--- config.mk ---
export PLATFORM = sky130hd
export DESIGN_NAME = ats_adjustable_reference_timer
export DESIGN_NICKNAME = d
export VERILOG_FILES = /design/src/rtl/ats_timer_pkg.sv /design/src/rtl/ats_timer_alarm.sv /design/src/rtl/ats_adjustable_reference_timer.sv
export SDC_FILE = /design/constraint.sdc
export NUM_CORES = 2
export LEC_CHECK = 0
export BUFFER_PORTS_ARGS = -buffer_cell sky130_fd_sc_hd__buf_2
export CORE_ASPECT_RATIO = 1.2
export CORE_MARGIN = 2
export CORE_UTILIZATION = 65
export DETAILED_ROUTE_END_ITERATION = 7
export MAX_ROUTING_LAYER = met4
export PLACE_DENSITY = 0.85
export SETUP_SLACK_MARGIN = 0.1
export SYNTH_ARGS = -nofsm -noshare
export SYNTH_HDL_FRONTEND = slang
export SYNTH_SLANG_ARGS = --single-unit
--- constraint.sdc ---
create_clock -name clk -period 8.4 [get_ports clk]
set_input_delay 1.68 -clock clk [delete_from_list [all_inputs] [get_ports clk]]
set_output_delay 1.68 -clock clk [all_outputs]
set_load 0.02 [all_outputs]
--- src/rtl/ats_timer_pkg.sv ---
// Shared command opcodes and FSM encoding for the ATS adjustable reference timer.
package ats_timer_pkg;

  localparam logic [1:0] CMD_SET  = 2'd0;
  localparam logic [1:0] CMD_STEP = 2'd1;
  localparam logic [1:0] CMD_SLEW = 2'd2;

  typedef enum logic {
    ST_IDLE    = 1'b0,
    ST_SLEWING = 1'b1
  } state_e;

endpackage

--- src/rtl/ats_timer_alarm.sv ---
// One-shot, wrap-aware compare channel: fires once when the timer reaches or passes its target.
module ats_timer_alarm #(
  parameter int unsigned TIMESTAMP_WIDTH = 72
) (
  input  logic                       clk,
  input  logic                       rstn,
  input  logic                       arm_valid,
  input  logic [TIMESTAMP_WIDTH-1:0] arm_time,
  input  logic [TIMESTAMP_WIDTH-1:0] timer_value,
  output logic                       armed,
  output logic                       fire
);

  logic [TIMESTAMP_WIDTH-1:0] target_q, target_d;
  logic [TIMESTAMP_WIDTH-1:0] diff;
  logic                       armed_q, armed_d;
  logic                       fire_q, fire_d;
  logic                       reached;

  // Half-range compare: a non-negative difference means the target is at or behind the timer.
  always_comb begin
    diff     = timer_value - target_q;
    reached  = armed_q && !diff[TIMESTAMP_WIDTH-1];
    fire_d   = reached;
    armed_d  = armed_q && !reached;
    target_d = target_q;
    if (arm_valid) begin
      armed_d  = 1'b1;
      target_d = arm_time;
    end
  end

  always_ff @(posedge clk) begin
    if (!rstn) begin
      target_q <= '0;
      armed_q  <= 1'b0;
      fire_q   <= 1'b0;
    end else begin
      target_q <= target_d;
      armed_q  <= armed_d;
      fire_q   <= fire_d;
    end
  end

  assign armed = armed_q;
  assign fire  = fire_q;

endmodule

--- src/rtl/ats_adjustable_reference_timer.sv ---
// Free-running picosecond reference timer with rate trim, set/step/slew correction
// and NUM_ALARMS one-shot compare alarms.
module ats_adjustable_reference_timer
  import ats_timer_pkg::*;
#(
  parameter int unsigned TIMESTAMP_WIDTH = 72,
  parameter int unsigned FRAC_WIDTH      = 16,
  parameter int unsigned CLOCK_PERIOD_PS = 8000,
  parameter int unsigned RATE_ADJ_WIDTH  = 24,
  parameter int unsigned SLEW_STEP_PS    = 100,
  parameter int unsigned NUM_ALARMS      = 4,
  localparam int unsigned IDX_W          = (NUM_ALARMS > 1) ? $clog2(NUM_ALARMS) : 1
) (
  input  logic                       clk,
  input  logic                       rstn,
  input  logic                       rate_adj_valid,
  input  logic [RATE_ADJ_WIDTH-1:0]  rate_adj,
  input  logic                       cmd_valid,
  output logic                       cmd_ready,
  input  logic [1:0]                 cmd_op,
  input  logic [TIMESTAMP_WIDTH-1:0] cmd_value,
  output logic                       slew_busy,
  input  logic                       alarm_arm_valid,
  input  logic [IDX_W-1:0]           alarm_arm_idx,
  input  logic [TIMESTAMP_WIDTH-1:0] alarm_arm_time,
  output logic [NUM_ALARMS-1:0]      alarm_armed,
  output logic [NUM_ALARMS-1:0]      alarm_fire,
  output logic [TIMESTAMP_WIDTH-1:0] reference_timer_output
);

  localparam int unsigned ACC_W = TIMESTAMP_WIDTH + FRAC_WIDTH;
  localparam logic [ACC_W-1:0] BASE_INC = ACC_W'(CLOCK_PERIOD_PS) << FRAC_WIDTH;
  localparam logic signed [TIMESTAMP_WIDTH-1:0] SLEW_MAX = TIMESTAMP_WIDTH'(SLEW_STEP_PS);
  localparam logic signed [TIMESTAMP_WIDTH-1:0] SLEW_MIN = -SLEW_MAX;

  logic [ACC_W-1:0]                  acc_q, acc_d;
  logic signed [RATE_ADJ_WIDTH-1:0]  rate_q, rate_d;
  state_e                            state_q, state_d;
  logic signed [TIMESTAMP_WIDTH-1:0] slew_rem_q, slew_rem_d;
  logic                              cmd_ready_q, cmd_ready_d;
  logic                              slew_busy_q, slew_busy_d;

  logic                              cmd_accept;
  logic                              load_set;
  logic signed [TIMESTAMP_WIDTH-1:0] corr;
  logic [ACC_W-1:0]                  inc;

  // Next-state: command decode, slew slicing and accumulator update.
  always_comb begin
    state_d    = state_q;
    slew_rem_d = slew_rem_q;
    rate_d     = rate_adj_valid ? rate_adj : rate_q;
    corr       = '0;
    load_set   = 1'b0;
    cmd_accept = cmd_valid && cmd_ready_q;
    inc        = BASE_INC + {{(ACC_W-RATE_ADJ_WIDTH){rate_q[RATE_ADJ_WIDTH-1]}}, rate_q};

    case (state_q)
      ST_IDLE: begin
        if (cmd_accept) begin
          case (cmd_op)
            CMD_SET:  load_set = 1'b1;
            CMD_STEP: corr = cmd_value;
            CMD_SLEW: begin
              state_d    = ST_SLEWING;
              slew_rem_d = cmd_value;
            end
            default: ;
          endcase
        end
      end
      ST_SLEWING: begin
        if (slew_rem_q > SLEW_MAX) begin
          corr = SLEW_MAX;
        end else if (slew_rem_q < SLEW_MIN) begin
          corr = SLEW_MIN;
        end else begin
          corr = slew_rem_q;
        end
        slew_rem_d = slew_rem_q - corr;
        if (slew_rem_d == '0) begin
          state_d = ST_IDLE;
        end
      end
      default: state_d = ST_IDLE;
    endcase

    // SET replaces the nominal increment for its cycle.
    acc_d = load_set ? {cmd_value, {FRAC_WIDTH{1'b0}}}
                     : acc_q + inc + {corr, {FRAC_WIDTH{1'b0}}};

    cmd_ready_d = (state_d == ST_IDLE);
    slew_busy_d = (state_d == ST_SLEWING);
  end

  always_ff @(posedge clk) begin
    if (!rstn) begin
      acc_q       <= '0;
      rate_q      <= '0;
      state_q     <= ST_IDLE;
      slew_rem_q  <= '0;
      cmd_ready_q <= 1'b0;
      slew_busy_q <= 1'b0;
    end else begin
      acc_q       <= acc_d;
      rate_q      <= rate_d;
      state_q     <= state_d;
      slew_rem_q  <= slew_rem_d;
      cmd_ready_q <= cmd_ready_d;
      slew_busy_q <= slew_busy_d;
    end
  end

  assign reference_timer_output = acc_q[ACC_W-1:FRAC_WIDTH];
  assign cmd_ready              = cmd_ready_q;
  assign slew_busy              = slew_busy_q;

  // Alarms compare against the registered timestamp, so a fire lags the output by one cycle.
  for (genvar i = 0; i < NUM_ALARMS; i++) begin : g_alarm
    ats_timer_alarm #(
      .TIMESTAMP_WIDTH(TIMESTAMP_WIDTH)
    ) u_alarm (
      .clk        (clk),
      .rstn       (rstn),
      .arm_valid  (alarm_arm_valid && (alarm_arm_idx == IDX_W'(i))),
      .arm_time   (alarm_arm_time),
      .timer_value(reference_timer_output),
      .armed      (alarm_armed[i]),
      .fire       (alarm_fire[i])
    );
  end

endmodule

* Word level (Yosys, flattened, before mapping)
Cells that the tools add are included.
** Storage, ports and cells
- Register bits after elaboration :: 482
- Input port bits :: 177
- Output and inout bits :: 82
- Word-level logic and storage cells :: 85
** Operators by class
- Add/subtract/negate cells :: 8
- $lt $le $gt $ge :: 2
- Eq/ne operators :: 7
- Muxes and demuxes :: 21
- Bitwise gates (word level) :: 3
- Reduce and logical (&&, ||, !) cells :: 26
** Operators by type and width (count)
- $mux W72 :: 7
- $sub A72 B72 Y72 :: 5
- $pmux W72 S2 :: 2
- $add A88 B88 Y88 :: 2
- $mux W88 :: 1
- $gt A72 B8 Y1 const B :: 1
- $logic_not A72 Y1 :: 1
- $lt A72 B8 Y1 const B :: 1
- $add A30 B24 Y31 const A :: 1
- $logic_and A1 B1 Y1 :: 13
- $mux W1 :: 10
- $logic_not A1 Y1 :: 8
- $eq A2 B2 Y1 const B :: 3
- $eq A2 B1 Y1 const B :: 2
- $logic_not A2 Y1 :: 2
- $not A1 Y1 :: 3
- $ne A2 B1 Y1 const B :: 1
- $ne A2 B2 Y1 const B :: 1
- $pmux W1 S2 :: 1
- $reduce_and A2 Y1 :: 1
- $reduce_or A2 Y1 :: 1

* Logic depth before layout (Yosys ltp)
- Depth after elaboration :: 9
- Depth in mapped cells :: 27
- Depth with buffers taken out :: 24

* Modules after synthesis
From an unflattened synthesis, not the netlist that was laid out.
** Unflattened totals
- Cell total of the unflattened synthesis :: 5049
- Area, all modules :: 39854.5 µm²
** Modules (own cells, without submodules)
- ats_adjustable_reference_timer :: times used 1, cells an instance 3081, area an instance 21627.0 µm², sequential area each 3723.6 µm²
- ats_timer_alarm :: times used 4, cells an instance 492, area an instance 4556.9 µm², sequential area each 1481.4 µm²

* Worst setup path before layout
OpenSTA, ideal clock, no wires.
- Kind :: input port to flip-flop
- Start point :: input cmd_op[1]
- End point :: register acc_q[83]
- Setup time :: 122 ps
- Data arrival time :: 5641 ps
- Data required time :: 8278 ps
- Path slack :: 2638 ps
- Stages :: 21
- Buffers on the path :: 2
- Cell sequence :: nor2_1 > nand2_1 > nor2_1 > clkbuf_1 > nand2_1 > o21ai_0 > fa_1 > ha_1 > clkbuf_1 > a21oi_1 > o21ai_1 > a21oi_1 > nand3_1 > a41oi_2 > o21bai_1 > a221oi_2 > o211a_1 > nor2_1 > a41oi_2 > o211ai_1 > a221o_1
** Between the ends
- Longest elaborated chain between the ends :: 6
- Elaborated cells on any way between the ends :: 10
- Classes of those cells :: 1 x add/sub; 1 x eq/ne; 7 x mux; 1 x reduce/logical
** Ends and longest elaborated chain
- from (decl) :: RTL line ats_adjustable_reference_timer.sv:20 : input logic [1:0] cmd_op,
- $eq A2 B1 Y1 :: RTL line ats_adjustable_reference_timer.sv:61 : case (cmd_op)
- $mux W72 :: RTL line ats_adjustable_reference_timer.sv:61
- $mux W72 :: RTL line ats_adjustable_reference_timer.sv:60 : if (cmd_accept) begin
- $pmux W72 S2 :: RTL line ats_adjustable_reference_timer.sv:58 : case (state_q)
- $add A88 B88 Y88 :: RTL line ats_adjustable_reference_timer.sv:90 : : acc_q + inc + {corr, {FRAC_WIDTH{1'b0}}};
- $mux W88 (*) :: RTL line ats_adjustable_reference_timer.sv:89 : acc_d = load_set ? {cmd_value, {FRAC_WIDTH{1'b0}}}
- to (signal assigned) :: RTL line ats_adjustable_reference_timer.sv:98 : acc_q <= '0;
- to (signal assigned) :: RTL line ats_adjustable_reference_timer.sv:105 : acc_q <= acc_d;
- to (decl) :: RTL line ats_adjustable_reference_timer.sv:36 : logic [ACC_W-1:0] acc_q, acc_d;
Every way passes the cells marked *; elsewhere a longest branch is shown, timed or not.
A chain may end at the register's enable or synchronous reset.

* Worst setup path in the final report
- Start point :: register slew_rem_q[53]
- End point :: register acc_q[83]
** Between the ends
- Longest elaborated chain between the ends :: 7
- Elaborated cells on any way between the ends :: 8
- Classes of those cells :: 1 x add/sub; 2 x order compare; 5 x mux
** Ends and longest elaborated chain
- from (decl) :: RTL line ats_adjustable_reference_timer.sv:39 : logic signed [TIMESTAMP_WIDTH-1:0] slew_rem_q, slew_rem_d;
- from (signal assigned) :: RTL line ats_adjustable_reference_timer.sv:108 : slew_rem_q <= slew_rem_d;
- $lt A72 B8 Y1 :: RTL line ats_adjustable_reference_timer.sv:75 : end else if (slew_rem_q < SLEW_MIN) begin
- $mux W72 :: RTL line ats_adjustable_reference_timer.sv:75
- $mux W72 (*) :: RTL line ats_adjustable_reference_timer.sv:73 : if (slew_rem_q > SLEW_MAX) begin
- $mux W72 (*) :: RTL line ats_adjustable_reference_timer.sv:58
- $pmux W72 S2 (*) :: RTL line ats_adjustable_reference_timer.sv:58
- $add A88 B88 Y88 (*) :: RTL line ats_adjustable_reference_timer.sv:90
- $mux W88 (*) :: RTL line ats_adjustable_reference_timer.sv:89
Every way passes the cells marked *; elsewhere a longest branch is shown, timed or not. The select of a mux whose other input is x is not followed.

==> impl_metrics.toml <==
[clock_network]
cts_tree = "yes"
numCtsBuffers = 53
post_cts_buffers = 0
cts-hold-fix-buffers = 0
root_buffer = "clkbuf_16"
cts-resized-gates = 0
cts.sinks = 482
clk_pin_slew_worst_paths_ns = 0.07
clkLatencyLatePin_ns = 0.64
clock_path_buffers = 3
htreeDepth = 2

[synth]
syn_nets = 5752
synthMuxAreaShare_pct = 2.733
synthXorXnorAreaFrac_pct = 3.390
synth-adder-area-share_pct = 17.84
syn_area_per_cell_um2 = 7.477
netlist_area_um2 = 37720
async_flop_share_pct = 0
synth_compound_area_share_pct = 23.28
synth-simple-area-share_pct = 19.45
synth_top_family_by_area = "compound AO/OA/AOI/OAI gates"
ys_seq_area_share_pct = 25.58
synth_top_flop_cell = "dfxtp_1"
yosysWarnings = 0
synth_edf_count = 0
synthesis.instances = 5045
netlist-cell-type-count = 93
synth-seq-cells = 482

[global_route]
grt_usage_pct = 41.78
grt_max_degree = 199
grt_pass1_wl_um = 192600
grt_pass1_vias = 35423
antenna_found_initial = 4
grt_overflow = 0

[power_and_ir_drop]
switching_share_pct = 38.45
pwr-share-seq_pct = 32.4
pwr-share-comb_pct = 36.6
vdd_drop_max_mv = 0.1843
power.leakage_nw = 18.70
p_per_area_nw_per_um2 = 199.9
p_sw_mw = 3.112
clockPowerShare_pct = 31.0
p_int_mw = 4.982

[floorplanning]
fp.dieArea_um2 = 59980
rows = 96
initial_core_util_pct = 65.83
die-height_um = 267.9
pin_count = 259
die_w_um = 223.9
core-area_um2 = 57300

[sta]
timing.final.crit_share_pct = 85.39
tightest_slew_ns = 1.071
timing.fmax_ghz = 0.1394
setup_tns_ns = 0
relSlewSlack_pct = 27.67
finalHoldViolCount = 0
maxSlewViolCount = 0
fin_crit_ns = 7.173
whs_ns = 0.4522
skew_ns = 0.02877
setup_viol = 0
rsz0062_at_grt = "no"

[cells_and_area]
drive_gt1_share_pct = 9.296
layout.nets = 5752
n_fill_cell = 4652
area_delta_synth_final_pct = 7.318
fin_util_pct = 70.65

[detailed_routing]
viasPerCell = 6.462
wl_um = 125200
post-route-drc-count = 0
vias = 37653
drt_pre_antenna_iters = 8
post_drt_wl_per_cell_um = 21.49
ant_nets = 0
dr.first_iter.drc_count = 4032

[status]
status = "finished clean"

[critical_path]
crit_family = "compound AO/OA/AOI/OAI gates"
max_stage_delay_ns = 0.70
setup.worst_path.class = "flop to flop"
crit_slowest_cell = "nor4_1"
crit_path_start_kind = "flop"
path_buf_inv = 2
end_kind = "flop"
worstPathCellList = "nor4_1 -> nand4_1 -> nor4_1 -> nand4_1 -> nand2_1 -> buf_4 -> nand2_2 -> buf_4 -> o21ai_0 -> fa_1 -> ha_1 -> a21oi_1 -> o21ai_1 -> a21oi_1 -> nand3_1 -> a41oi_2 -> o21bai_1 -> a221oi_2 -> o211a_1 -> nor2_1 -> a41oi_2 -> o211ai_1 -> a221o_1"
critPathMaxFanout = 67
arrival_ns = 7.70
critPathRequiredTime_ns = 8.93

[worst_hold_path]
holdCritPathClass = "flop to flop"

[place]
port_buffers = 258
dp_hpwl_um = 93600
gp_congestion = 1.070

[run]
max_cap_viol_count = 0
## kinds of logic after synthesis
kind of cell | after synthesis
adder cells (fa/ha/maj) | 530
buffers and inverters | 688
AND/OR/NAND/NOR | 1673
multiplexers | 98
XOR/XNOR | 146
AO/OA/AOI/OAI | 1428
flip-flops | 482
## worst paths after layout
| check | to | slack [ns] | cells after the start | start |
|---|---|---|---|---|
| worst min-delay path | g_alarm[0].u_alarm.target_q[55] | 0.45 | 2 | g_alarm[0].u_alarm.target_q[55] |
| worst max-delay path | acc_q[83] | 1.23 | 23 | slew_rem_q[53] |
| worst min register to register | g_alarm[0].u_alarm.target_q[55] | 0.45 | 2 | g_alarm[0].u_alarm.target_q[55] |
| worst max register to register | acc_q[83] | 1.23 | 23 | slew_rem_q[53] |
## power by group through the flow
stage	clock, mW	combinational, mW	sequential [mW]
after floorplan	0	2.07	2.56
after global placement	0	2.81	2.65
after detailed placement	0	2.84	2.66
after CTS	2.51	2.87	2.61
after global routing	2.60	3.18	2.63
final	2.51	2.97	2.62
## layout make-up
class / instances / area, um^2 / share of cell area, %
inverters: 346 / 1306 / 3.227
clock buffers: 71 / 1534 / 3.789
diodes: 4 / 10.01 / 0.02473
clock inverters: 27 / 319.1 / 0.7882
well taps: 735 / 919.6 / 2.272
multi-input cells: 3875 / 25220 / 62.29
repair buffers: 287 / 1521 / 3.759
flip-flops and latches: 482 / 9653 / 23.85
## layer usage
layer | track usage, % | wire length [um] | share of wire [%] | vias up
li1 | - | - | - | 17535
met1 | 49.91 | 48130 | 38 | 17452
met2 | 65.69 | 55460 | 44 | 2101
met3 | 6.670 | 11880 | 9.5 | 565
met4 | 26.92 | 9732 | 7.8 | 0
met5 | - | 0 | 0 | -
## synth_stat cells, types with 31 or more instances
| cell type | instances | area share (%) |
|---|---|---|
| nor2b_1 | 35 | 0.58 |
| xnor2_1 | 89 | 2.1 |
| nand4_1 | 133 | 2.2 |
| nor4_1 | 31 | 0.51 |
| dfxtp_1 | 482 | 26 |
| mux2i_1 | 58 | 1.5 |
| nand2_1 | 919 | 9.1 |
| mux2_2 | 40 | 1.2 |
| o21ai_0 | 267 | 3.5 |
| a31oi_1 | 31 | 0.51 |
| ha_1 | 517 | 17 |
| buf_4 | 80 | 1.6 |
| nor3_1 | 36 | 0.48 |
| nor2_1 | 329 | 3.3 |
| a21oi_1 | 588 | 7.8 |
| a21o_1 | 253 | 5.0 |
| nand3_1 | 53 | 0.70 |
| o21bai_1 | 31 | 0.62 |
| a211oi_1 | 77 | 1.5 |
| o21a_1 | 34 | 0.68 |
| inv_1 | 345 | 3.4 |
| clkbuf_1 | 236 | 2.3 |
| xor2_1 | 57 | 1.3 |
## tightest hold or removal path: cells and delay by family, from the launching register on
family | cells | cell delay (ns)
AOI/OAI and AO/OA | 1 | 0.05
and+or+nand+nor | 1 | 0.05
DFF | 1 | 0.31
## metrics by stage
step | power [mW] | instance area, um^2 | setup slack (ns) | instances
2_1_floorplan | 4.628 | 37720 | 2.638 | 5045
3_3_place_gp | 5.460 | 38620 | 1.442 | 5725
3_5_place_dp | 5.503 | 38620 | 1.375 | 5725
4_1_cts | 7.989 | 40470 | 1.504 | 5823
5_1_grt | 8.412 | 40480 | 0.9465 | 5827
6_report | 8.094 | 40480 | 1.227 | 5827
## state kept, by name, summed over array words and instances (netlist names)
| register | count |
|---|---|
| acc_q | 88 |
| g_alarm.u_alarm.armed | 4 |
| slew_rem_q | 72 |
| g_alarm.u_alarm.fire | 4 |
| rate_q | 24 |
| cmd_ready | 1 |
| slew_busy | 1 |
| g_alarm.u_alarm.target_q | 288 |
## cells in the final DEF, fill, tap and decap left out, types with 9 or more instances in the layout
cell type and instances:
a211oi_1 77, o21bai_1 31, buf_2 258, buf_4 28
mux2_2 40, nor3_1 36, o21ai_0 267, clkbuf_8 14
or3_1 10, xor2_1 57, ha_1 516, nor2_1 327
a31oi_1 31, nand4_1 133, clkinv_2 15, nor2b_1 35
o211ai_1 22, xnor2_1 89, inv_1 345, mux2i_1 58
nand3_1 52, fa_1 13, o21a_1 34, a21oi_1 588
a21o_1 253, nand2b_1 27, dfxtp_1 481, nand2_1 916
clkbuf_16 53, and3_1 26, o31ai_1 9, nor4_1 30
and2_1 17, and4_1 11
Power figures use the tool's default switching activity.
